### src/rtl/alu.sv
// Registered 32-bit execute-stage ALU: AND/OR/ADD/SUB/SLT/NOR selected by ALUControl.
// Latency: 1 cycle, with result and zero flag captured on every rising clk edge.
// Backpressure: none; it accepts a new operation every cycle.
module alu (
    input  logic        clk,
    input  logic        reset,
    input  logic [31:0] SrcA,
    input  logic [31:0] SrcB,
    input  logic [2:0]  ALUControl,
    output logic [31:0] ALUResult,
    output logic        Zero
);

    typedef enum logic [2:0] {
        OP_AND = 3'b000,
        OP_OR  = 3'b001,
        OP_ADD = 3'b010,
        OP_NOR = 3'b100,
        OP_SUB = 3'b110,
        OP_SLT = 3'b111
    } alu_op_t;

    logic [31:0] sum_res;
    logic [31:0] sub_res;
    logic        slt_bit;
    logic [31:0] result_d;
    logic        zero_d;
    logic [31:0] result_q;
    logic        zero_q;

    assign sum_res = SrcA + SrcB;
    assign sub_res = SrcA + ~SrcB + 32'd1;
    // On differing signs the difference can overflow, so the negative operand is the smaller one.
    assign slt_bit = (SrcA[31] != SrcB[31]) ? SrcA[31] : sub_res[31];

    always_comb begin
        result_d = 32'd0;
        case (ALUControl)
            OP_AND:  result_d = SrcA & SrcB;
            OP_OR:   result_d = SrcA | SrcB;
            OP_ADD:  result_d = sum_res;
            OP_SUB:  result_d = sub_res;
            OP_SLT:  result_d = {31'd0, slt_bit};
            OP_NOR:  result_d = ~(SrcA | SrcB);
            default: result_d = 32'd0;
        endcase
        zero_d = (result_d == 32'd0);
    end

    always_ff @(posedge clk or posedge reset) begin
        if (reset) begin
            result_q <= 32'd0;
            zero_q   <= 1'b1;
        end else begin
            result_q <= result_d;
            zero_q   <= zero_d;
        end
    end

    assign ALUResult = result_q;
    assign Zero      = zero_q;

endmodule

### config.mk
export PLATFORM = sky130hd
export DESIGN_NAME = alu
export DESIGN_NICKNAME = d
export VERILOG_FILES = /design/src/rtl/alu.sv
export SDC_FILE = /design/constraint.sdc
export NUM_CORES = 1
export LEC_CHECK = 0
export ABC_AREA = 0
export ABC_CLOCK_PERIOD_IN_PS = 1250
export BUFFER_PORTS_ARGS = -buffer_cell sky130_fd_sc_hd__buf_2
export CELL_PAD_IN_SITES_DETAIL_PLACEMENT = 0
export CELL_PAD_IN_SITES_GLOBAL_PLACEMENT = 1
export CORE_ASPECT_RATIO = 0.8
export CORE_MARGIN = 3
export CORE_UTILIZATION = 43
export DETAILED_ROUTE_END_ITERATION = 10
export GPL_ROUTABILITY_DRIVEN = 0
export HOLD_SLACK_MARGIN = 0.06
export PLACE_DENSITY = 0.87
export SKIP_CTS_REPAIR_TIMING = 1
export SYNTH_ARGS = -nofsm -noshare
export SYNTH_HDL_FRONTEND = slang
export SYNTH_SLANG_ARGS = --single-unit
### constraint.sdc
create_clock -name clk -period 1.25 [get_ports clk]
set_clock_uncertainty 0.2 [all_clocks]
set_input_delay 0.0625 -clock clk [delete_from_list [all_inputs] [get_ports clk]]
set_output_delay 0.0625 -clock clk [all_outputs]
set_load 0.05 [all_outputs]
-- Word-level counts from Yosys, hierarchy flattened
Cells that the tools add are included.
- add/subtract/negate cells: 3
- equal/unequal tests: 6
- muxes and demuxes: 2
- bitwise operators: 4
- reduce and logical (&&, ||, !) cells: 2
- operators with widths (operator ; number):
    case mux 32 bit (6 select lines) ; 1
    adder 32 bit ; 2
    inverter 32 bit ; 2
    adder 32 x 1 -> 32 bit, second input constant ; 1
    bitwise AND 32 bit ; 1
    zero test 32 bit ; 1
    OR 32 bit ; 1
    == test 3 bit, second input constant ; 3
    == test 3 x 1 -> 1 bit, second input constant ; 1
    == test 3 x 2 -> 1 bit, second input constant ; 1
    zero test 3 bit ; 1
    2-to-1 mux 1 bit ; 1
    inequality test 1 bit ; 1
- register bits: 33
- input bits: 69

-- Depth between registers and ports, before layout
Gate-level depths: netlist (run 1).
- depth after elaboration: 6
- depth in mapped cells: 23
- mapped depth without buffers: 22

-- Worst setup path before layout (run 1)
No wires, ideal clock.
- kind: input to register
- from: input SrcA[1]
- to: register zero_q (netlist: Zero)
- library setup time: 89 ps
- data arrival time: 4853 ps
- data required time: 961 ps
- path slack: -3892 ps
- stages on the path: 22
- buffers on the path: 0
- cell sequence: inv_1 -> ha_1 -> o21ba_1 -> a2111o_1 -> a21oi_1 -> nor4_1 -> o21bai_1 -> o31ai_1 -> o31ai_1 -> a21oi_1 -> nor2_1 -> nor2_1 -> fa_1 -> a31oi_1 -> a21oi_1 -> or4_1 -> or4_1 -> or4_1 -> or4_1 -> nor4b_2 -> nand4_1 -> nor4b_2
- longest elaborated chain between the ends: 5
- elaborated cells between the ends (all ways): 9
- ends and longest elaborated chain (item ; RTL line ; RTL):
    from (decl) ; 7 ; input logic [31:0] SrcA,
    adder 32 bit ; 32 ; assign sub_res = SrcA + ~SrcB + 32'd1;
    adder 32 x 1 -> 32 bit ; 32 ;
    2-to-1 mux 1 bit ; 34 ; assign slt_bit = (SrcA[31] != SrcB[31]) ? SrcA[31] : sub_res[31];
    case mux 32 bit (6 select lines) ; 38 ; case (ALUControl)
    via result_d[0] ; 26 ; logic [31:0] result_d;
    zero test 32 bit ; 47 ; zero_d = (result_d == 32'd0);
    via zero_d ; 27 ; logic zero_d;
    to (signal assigned) ; 56 ; zero_q <= zero_d;
    to (decl) ; 29 ; logic zero_q;
The timed path passes the listed nets, and every way through them passes these cells.

-- Worst setup path in the final report (run 1)
Ends and elaborated chain as after synthesis.

==> flow_summary_export.csv, run 1 <==
group,metric,value,unit
job,cap_viol_max_count,0,
floorplanning,design.core.area,0.01449,mm^2
worst_setup_path,cp_max_fo,2,
sta,tmin_final,5.063,ns
synth,ys.warnings.count,0,
finish,fin_area,0.01152,mm^2
finish,number_of_diodes_added_for_antenna_fixing,0,
worst_setup_path,timing.critical_path.to_type,"flip-flop",
grt,grt_overflow,0,
sta,final.period_utilization,405.0,%
synth,synth_fp_nets,1091,
sta,clock.fmax,0.1975,GHz
grt,grt_start_max_net_pins,34,
synth,netlist_area,0.006475,mm^2
sta,setup_slack,-3.813,ns
floorplanning,chip_width,143.2,um
clocking,clk_tree_root_cell,"clkbuf_16",
floorplanning,starting_utilization_of_the_core_area,44.68,%
worst_setup_path,worstPathRequired,1.23,ns
drt,vias_per_cell,6.072,
clocking,h_tree_lvls,2,
run_status,result_of_the_run,"finished, violations left",
drt,drt_iter0_drc,1242,
sta,slew_viol_final,0,
synth,syn_inst_count,914,
sta,setup_viol,33,
finish,layout_area_growth_over_synthesis,77.89,%
clocking,clkSlewWorstSetupHoldPaths,0.06,ns
drt,wl_per_cell,19.06,um
synth,synth-seq-cells,33,
finish,fillerInstances,952,
synth,synthArstFlopShare,100.0,%
sta,final_number_of_hold_violating_endpoints,0,
placement,port-buffer-count,101,
sta,grt_setup_unrepaired,"yes",
placement,detailed_place.area,0.01025,mm^2
synth,synth_seq_area_share,12.77,%
finish,layout-drive-gt1-share,49.05,%
floorplanning,placement_rows,39,
synth,synth.distinct_cells,72,
synth,dominantRegCellSynth,"dfrtp_1",
finish,mostFrequentLayoutCells,"buf_4, nor2_1, buf_2, ha_1, inv_1",
placement,hpwlAfterDp,21600,um
finish,final_common_cell,"buf_4",
drt,drt.antenna.violating_nets,0,
finish,fin_nets,1540,
drt,tritonroute_pass_1_iters,8,
worst_setup_path,arrival,5.05,ns
clocking,cts_tree,"built",
clocking,cts_sinks,33,
grt,initial_antenna_violation_count,1,
clocking,clock_path_buffers,2,
sta,tightestPinTransition,0.8146,ns
pwr,p_per_area,731.8,mW/mm^2
run_status,violations_in_the_final_reports,"negative setup slack",
drt,drt_wl_total,29500,um
synth,syn-mean-instance-area,7.084,um^2
floorplanning,die_area,0.01658,mm^2
sta,worst_slew_margin_rel,44.29,%
synth,number_of_synthesized_flops_with_an_enable_pin,0,
grt,grt_pass1_vias,8585,
hold_path,hold_path.class,"in2async",
worst_setup_path,path_class,"in2reg",
drt,number_of_vias_in_the_routed_layout,9400,
pwr,peakVddDrop,0.0006566,V
floorplanning,num_io_pins,102,
grt,grt_first_pass_wirelength,42030,um
floorplanning,fp.dieH,115.8,um
worst_setup_path,start_kind,"input pin",
clocking,cts_inserted_buffers,5,
grt,groute.usage.overall,31.16,%
drt,drcViolationCount,0,
finish,postLayoutCoreUtil,79.48,%
pwr,power_leakage,5.565,nW
==> flip-flops by register name, indices dropped and copies added (netlist names) <==
register	flops
ALUResult	32
Zero	1
==> cells in the mapped netlist (all sizes together) (4+ instances only) <==
cell,n,share of area (%)
a2111oi,18,2.4
a211oi,16,1.9
a21boi,4,0.46
a21o,12,1.4
a21oi,82,6.3
a221oi,8,1.4
a2bb2oi,4,0.54
a31oi,8,0.77
and3,5,0.48
buf,10,0.83
clkbuf,44,2.6
dfrtp,32,12
ha,105,20
inv,99,5.7
mux2i,8,1.2
nand2,64,3.7
nand2b,6,0.58
nand3,19,1.5
nand4,18,1.7
nor2,104,6.0
nor2b,10,0.97
nor3,26,2.0
nor4,9,0.87
o2111ai,4,0.54
o211ai,6,0.70
o21a,8,0.93
o21ai,49,3.8
o21bai,11,1.3
o221a,4,0.70
o221ai,13,1.8
o22ai,17,1.6
o311ai,4,0.54
o31a,4,0.54
o31ai,14,1.6
or2,4,0.39
or3,7,0.68
or4,6,0.70
xnor2,8,1.1
==> logic make-up after synthesis <==
family                     count (synthesis)  share of synthesized area [%]
AOI/OAI and AO/OA                        312                          32.89
xor gates and xnor gates                   9                          1.217
adders and majority gates                108                          21.22
buffers and inverters                    153                          9.121
DFF                                       33                          12.77
muxes                                     10                          1.585
and+or+nand+nor                          289                          21.20
==> area by class of cell <==
class	instances	area (um^2)	area share, %
Sequential cell	33	827.0	7.180
Clock buffer	6	128.9	1.119
Inverter	99	441.7	3.834
Multi-Input combinational cell	728	6133	53.25
Timing Repair Buffer	496	3747	32.53
Tap cell	184	230.2	1.999
Clock inverter	2	10.01	0.08690
==> power breakdown <==
group	leakage (nW)	switching, W	internal [W]	total [W]
logic	5.09	0.00334	0.00265	0.00599
registers	0.402	0.0000494	0.00122	0.00127
clock network	0.0706	0.000441	0.000731	0.00117
total	5.57	0.00383	0.00460	0.00843
==> metal layers <==
layer	wire (um)	vias up	global-route usage, %
met5	13	-	0
met4	1209	2	7.220
met3	3313	139	5.116
met2	12950	631	50.59
met1	12010	4382	43.59
li1	-	4246	-
==> worst paths after layout <==
| path | startpoint | endpoint | slack [ns] | cells past startpoint |
|---|---|---|---|---|
| worst max-delay path | SrcA[1] | Zero | -3.81 | 23 |
| worst min-delay path | reset | ALUResult[0] | 0.17 | 4 |
| max in group asynchronous | reset | Zero | 0.44 | 4 |
| min in group clk | ALUControl[1] | ALUResult[1] | 0.23 | 4 |
==> critical path, cell delays in order <==
cell and delay [ns]:
buf_8 0.10, inv_4 0.05, ha_4 0.20, o21ba_4 0.22, a2111o_1 0.43, a21oi_4 0.20
nor4_4 0.07, o21bai_2 0.19, o31ai_4 0.10, o31ai_2 0.22, a21oi_1 0.09, nor2_1 0.10
nor2_1 0.06, fa_2 0.32, a31oi_1 0.17, a21oi_1 0.12, or4_1 0.43, or4_1 0.41
or4_1 0.41, or4_1 0.42, nor4b_2 0.25, nand4_1 0.15, nor4b_2 0.23
==> per-stage QoR <==
step | instances | total power [W] | setup slack, ns | hold WS [ns] | setup TNS [ns]
after floorplan | 914 | 0.004016 | -3.637 | -0.009339 | -29.55
after global placement | 1515 | 0.006235 | -3.900 | -0.08982 | -54.90
after detailed placement | 1515 | 0.006335 | -4.134 | -0.08600 | -56.51
after CTS | 1523 | 0.007527 | -3.854 | -0.3736 | -47.56
after global routing | 1548 | 0.008815 | -4.016 | 0.2082 | -46.73
final | 1548 | 0.008429 | -3.813 | 0.1707 | -44.57
No activity file was read; power rests on OpenSTA's default activity.
==> inputs of run 2 (changes only) <==
--- a/config.mk
+++ b/config.mk
@@ -5,18 +5,19 @@
 export SDC_FILE = /design/constraint.sdc
 export NUM_CORES = 1
 export LEC_CHECK = 0
-export ABC_AREA = 0
+export ABC_AREA = 1
 export ABC_CLOCK_PERIOD_IN_PS = 1250
 export BUFFER_PORTS_ARGS = -buffer_cell sky130_fd_sc_hd__buf_2
 export CELL_PAD_IN_SITES_DETAIL_PLACEMENT = 0
 export CELL_PAD_IN_SITES_GLOBAL_PLACEMENT = 1
 export CORE_ASPECT_RATIO = 0.8
 export CORE_MARGIN = 3
-export CORE_UTILIZATION = 43
+export CORE_UTILIZATION = 41
 export DETAILED_ROUTE_END_ITERATION = 10
 export GPL_ROUTABILITY_DRIVEN = 0
 export HOLD_SLACK_MARGIN = 0.06
-export PLACE_DENSITY = 0.87
+export PLACE_DENSITY = 0.86
+export REMOVE_ABC_BUFFERS = 1
 export SKIP_CTS_REPAIR_TIMING = 1
 export SYNTH_ARGS = -nofsm -noshare
 export SYNTH_HDL_FRONTEND = slang
==> run 2 against run 1 <==
Net effect:
- the run still ends with negative setup slack left
- clock power hardly changed
- combinational power increased by 15%
- cell area rose by 23%
- non-clock buffer count down 1
- fmax increased by 85%
- sequential share of layout area down 1.4 points
- die area grew 24%
- critical path type unchanged
- highest routed layer is now met4
==> flow_summary_export.csv, run 2 <==
group,metric,value,unit
synth,synthTopCellsByCount,"nand2_1, inv_1, nor2_1",
placement,preCtsSetupSlack,-2.099,ns
worst_setup_path,start_kind,"input pin",
pwr,p_per_area,650.6,mW/mm^2
floorplanning,die_area,0.02057,mm^2
finish,largest_register_ff_count,32,
drt,drt_wl_total,34930,um
run_status,result_of_the_run,"finished, violations left",
worst_setup_path,critical-path-max-stage-delay,0.34,ns
sta,tightestPinTransition,0.6286,ns
floorplanning,chip_width,159.6,um
hold_path,hold_path.class,"in2reg",
finish,layout-drive-gt1-share,56.11,%
worst_setup_path,path_class,"in2reg",
sta,clock.fmax,0.3646,GHz
sta,setup_viol,33,
worst_setup_path,timing.critical_path.to_type,"flip-flop",
clocking,cts_sinks,33,
synth,synth_most_common_cell,"nand2_1",
synth,dominantRegCellSynth,"dfrtp_1",
synth,ys.warnings.count,0,
sta,final.period_utilization,219.4,%
worst_setup_path,cp_slowest_cell,"fa_2",
drt,vias_per_cell,5.243,
floorplanning,placement_rows,44,
synth,yosys.area.top_type,"nand2_1",
worst_setup_path,cp_common_cell,"nand3_1",
clocking,clock_path_buffers,2,
grt,grt_start_max_net_pins,34,
worst_setup_path,critical-path-top-delay-family,"simple AND/OR/NAND/NOR gates",
floorplanning,starting_utilization_of_the_core_area,42.22,%
synth,synthArstFlopShare,100.0,%
worst_setup_path,worstPathRequired,1.25,ns
job,cap_viol_max_count,0,
finish,fin_nets,2024,
clocking,clk_tree_root_cell,"clkbuf_16",
placement,hpwlAfterDp,24730,um
finish,layout_area_growth_over_synthesis,83.77,%
finish,final_common_cell,"buf_4",
finish,fillerInstances,1224,
clocking,cts_inserted_buffers,5,
clocking,h_tree_lvls,2,
worst_setup_path,worst-path-buf-inv,2,
synth,synth-seq-cells,33,
clocking,clkSlewWorstSetupHoldPaths,0.05,ns
pwr,peakVddDrop,0.0007594,V
drt,drt.antenna.violating_nets,0,
worst_setup_path,arrival,2.75,ns
floorplanning,fp.dieH,128.9,um
placement,port-buffer-count,101,
finish,mostFrequentLayoutCells,"buf_4, nand2_1, inv_1, nand2_2, inv_2",
drt,drcViolationCount,0,
grt,groute.usage.overall,26.85,%
synth,synth.distinct_cells,41,
grt,initial_antenna_violation_count,0,
pwr,power_leakage,7.827,nW
sta,fin_tns_setup,-23.86,ns
synth,synth_seq_area_share,10.69,%
worst_setup_path,cp_max_fo,4,
floorplanning,num_io_pins,102,
clocking,cts_tree,"built",
sta,grt_setup_unrepaired,"yes",
grt,grt_first_pass_wirelength,44690,um
sta,hold-worst-slack,0.2145,ns
synth,post-synth-top-area-fraction,20.42,%
sta,setup_slack,-1.493,ns
worst_setup_path,timing.critical_path.cells,"buf_2 -> inv_2 -> ha_4 -> nor2_4 -> nand3_2 -> nand3_4 -> nand2_4 -> nand3_4 -> nand2_4 -> nand2_4 -> a221oi_4 -> fa_2 -> nand4_1 -> nand3_1 -> nor2_2 -> nand3_1 -> nor2_1 -> nand3_1 -> nor2_1 -> nand3_1 -> nor2_1 -> nand3_1 -> nor2_1",
synth,netlist_area,0.007740,mm^2
drt,wl_per_cell,16.63,um
synth,number_of_synthesized_flops_with_an_enable_pin,0,
drt,tritonroute_pass_1_iters,5,
placement,place.detailed.instances,2036,
drt,drt_iter0_drc,1103,
grt,grt_overflow,0,
sta,worst_slew_margin_rel,58.10,%
sta,final_number_of_hold_violating_endpoints,0,
synth,dominant_cells_by_area_after_synthesis,"nand2_1, ha_1, inv_1, dfrtp_1, nand3_1",
run_status,violations_in_the_final_reports,"negative setup slack",
drt,number_of_vias_in_the_routed_layout,11020,
synth,syn-mean-instance-area,5.605,um^2
sta,tmin_final,2.743,ns
finish,final_cells,2101,
finish,number_of_diodes_added_for_antenna_fixing,0,
finish,postLayoutCoreUtil,77.59,%
synth,syn_inst_count,1381,
sta,slew_viol_final,0,
floorplanning,design.core.area,0.01833,mm^2
grt,grt_pass1_vias,8964,
-- run 2: final cells by class --
class / count / area [um^2] / area share [%]
tap: 253 / 316.6 / 2.226
clock inverter: 3 / 17.52 / 0.1232
sequential: 33 / 827.0 / 5.815
clock buffer: 5 / 125.1 / 0.8797
inverter: 298 / 1156 / 8.128
multi-input combinational: 1014 / 7764 / 54.58
timing repair buffer: 495 / 4018 / 28.25
-- run 2: layer usage --
layer / up-vias / routed length, um / GRT usage [%]
met5: - / 0 / 0
met4: 0 / 1293 / 4.941
met3: 135 / 4135 / 4.667
met2: 631 / 15480 / 41.42
met1: 5081 / 14020 / 39.60
li1: 5169 / - / -
-- run 2: final timing paths --
check                         startpoint            end  slack [ns]  cells past startpoint
setup / recovery                 SrcA[3]           Zero       -1.49                     23
max in group asynchronous          reset           Zero        0.32                      4
hold / removal             ALUControl[2]   ALUResult[0]        0.21                      6
min in group asynchronous          reset  ALUResult[12]        0.23                      4
-- run 2: cells by family after synthesis --
family          count (synthesis)  share of synthesized area, %
simple gates                  795                         44.76
buf+inv                       334                         17.64
compound gates                111                         9.166
fa+ha+maj                     108                         17.75
flops                          33                         10.69
-- run 2: where the power goes --
group          total (W)  leakage [nW]  internal, W  switching [W]
clock network    0.00115        0.0696     0.000728       0.000423
registers        0.00122         0.420      0.00119      0.0000281
logic            0.00688          7.34      0.00291        0.00398
-- run 2: per-stage QoR --
step                      power (W)  cell area [um^2]
after floorplan            0.003806              7495
after global placement     0.005938             10920
after detailed placement   0.006013             10920
after CTS                  0.007189             11060
after global routing       0.009719             14220
final                      0.009254             14220
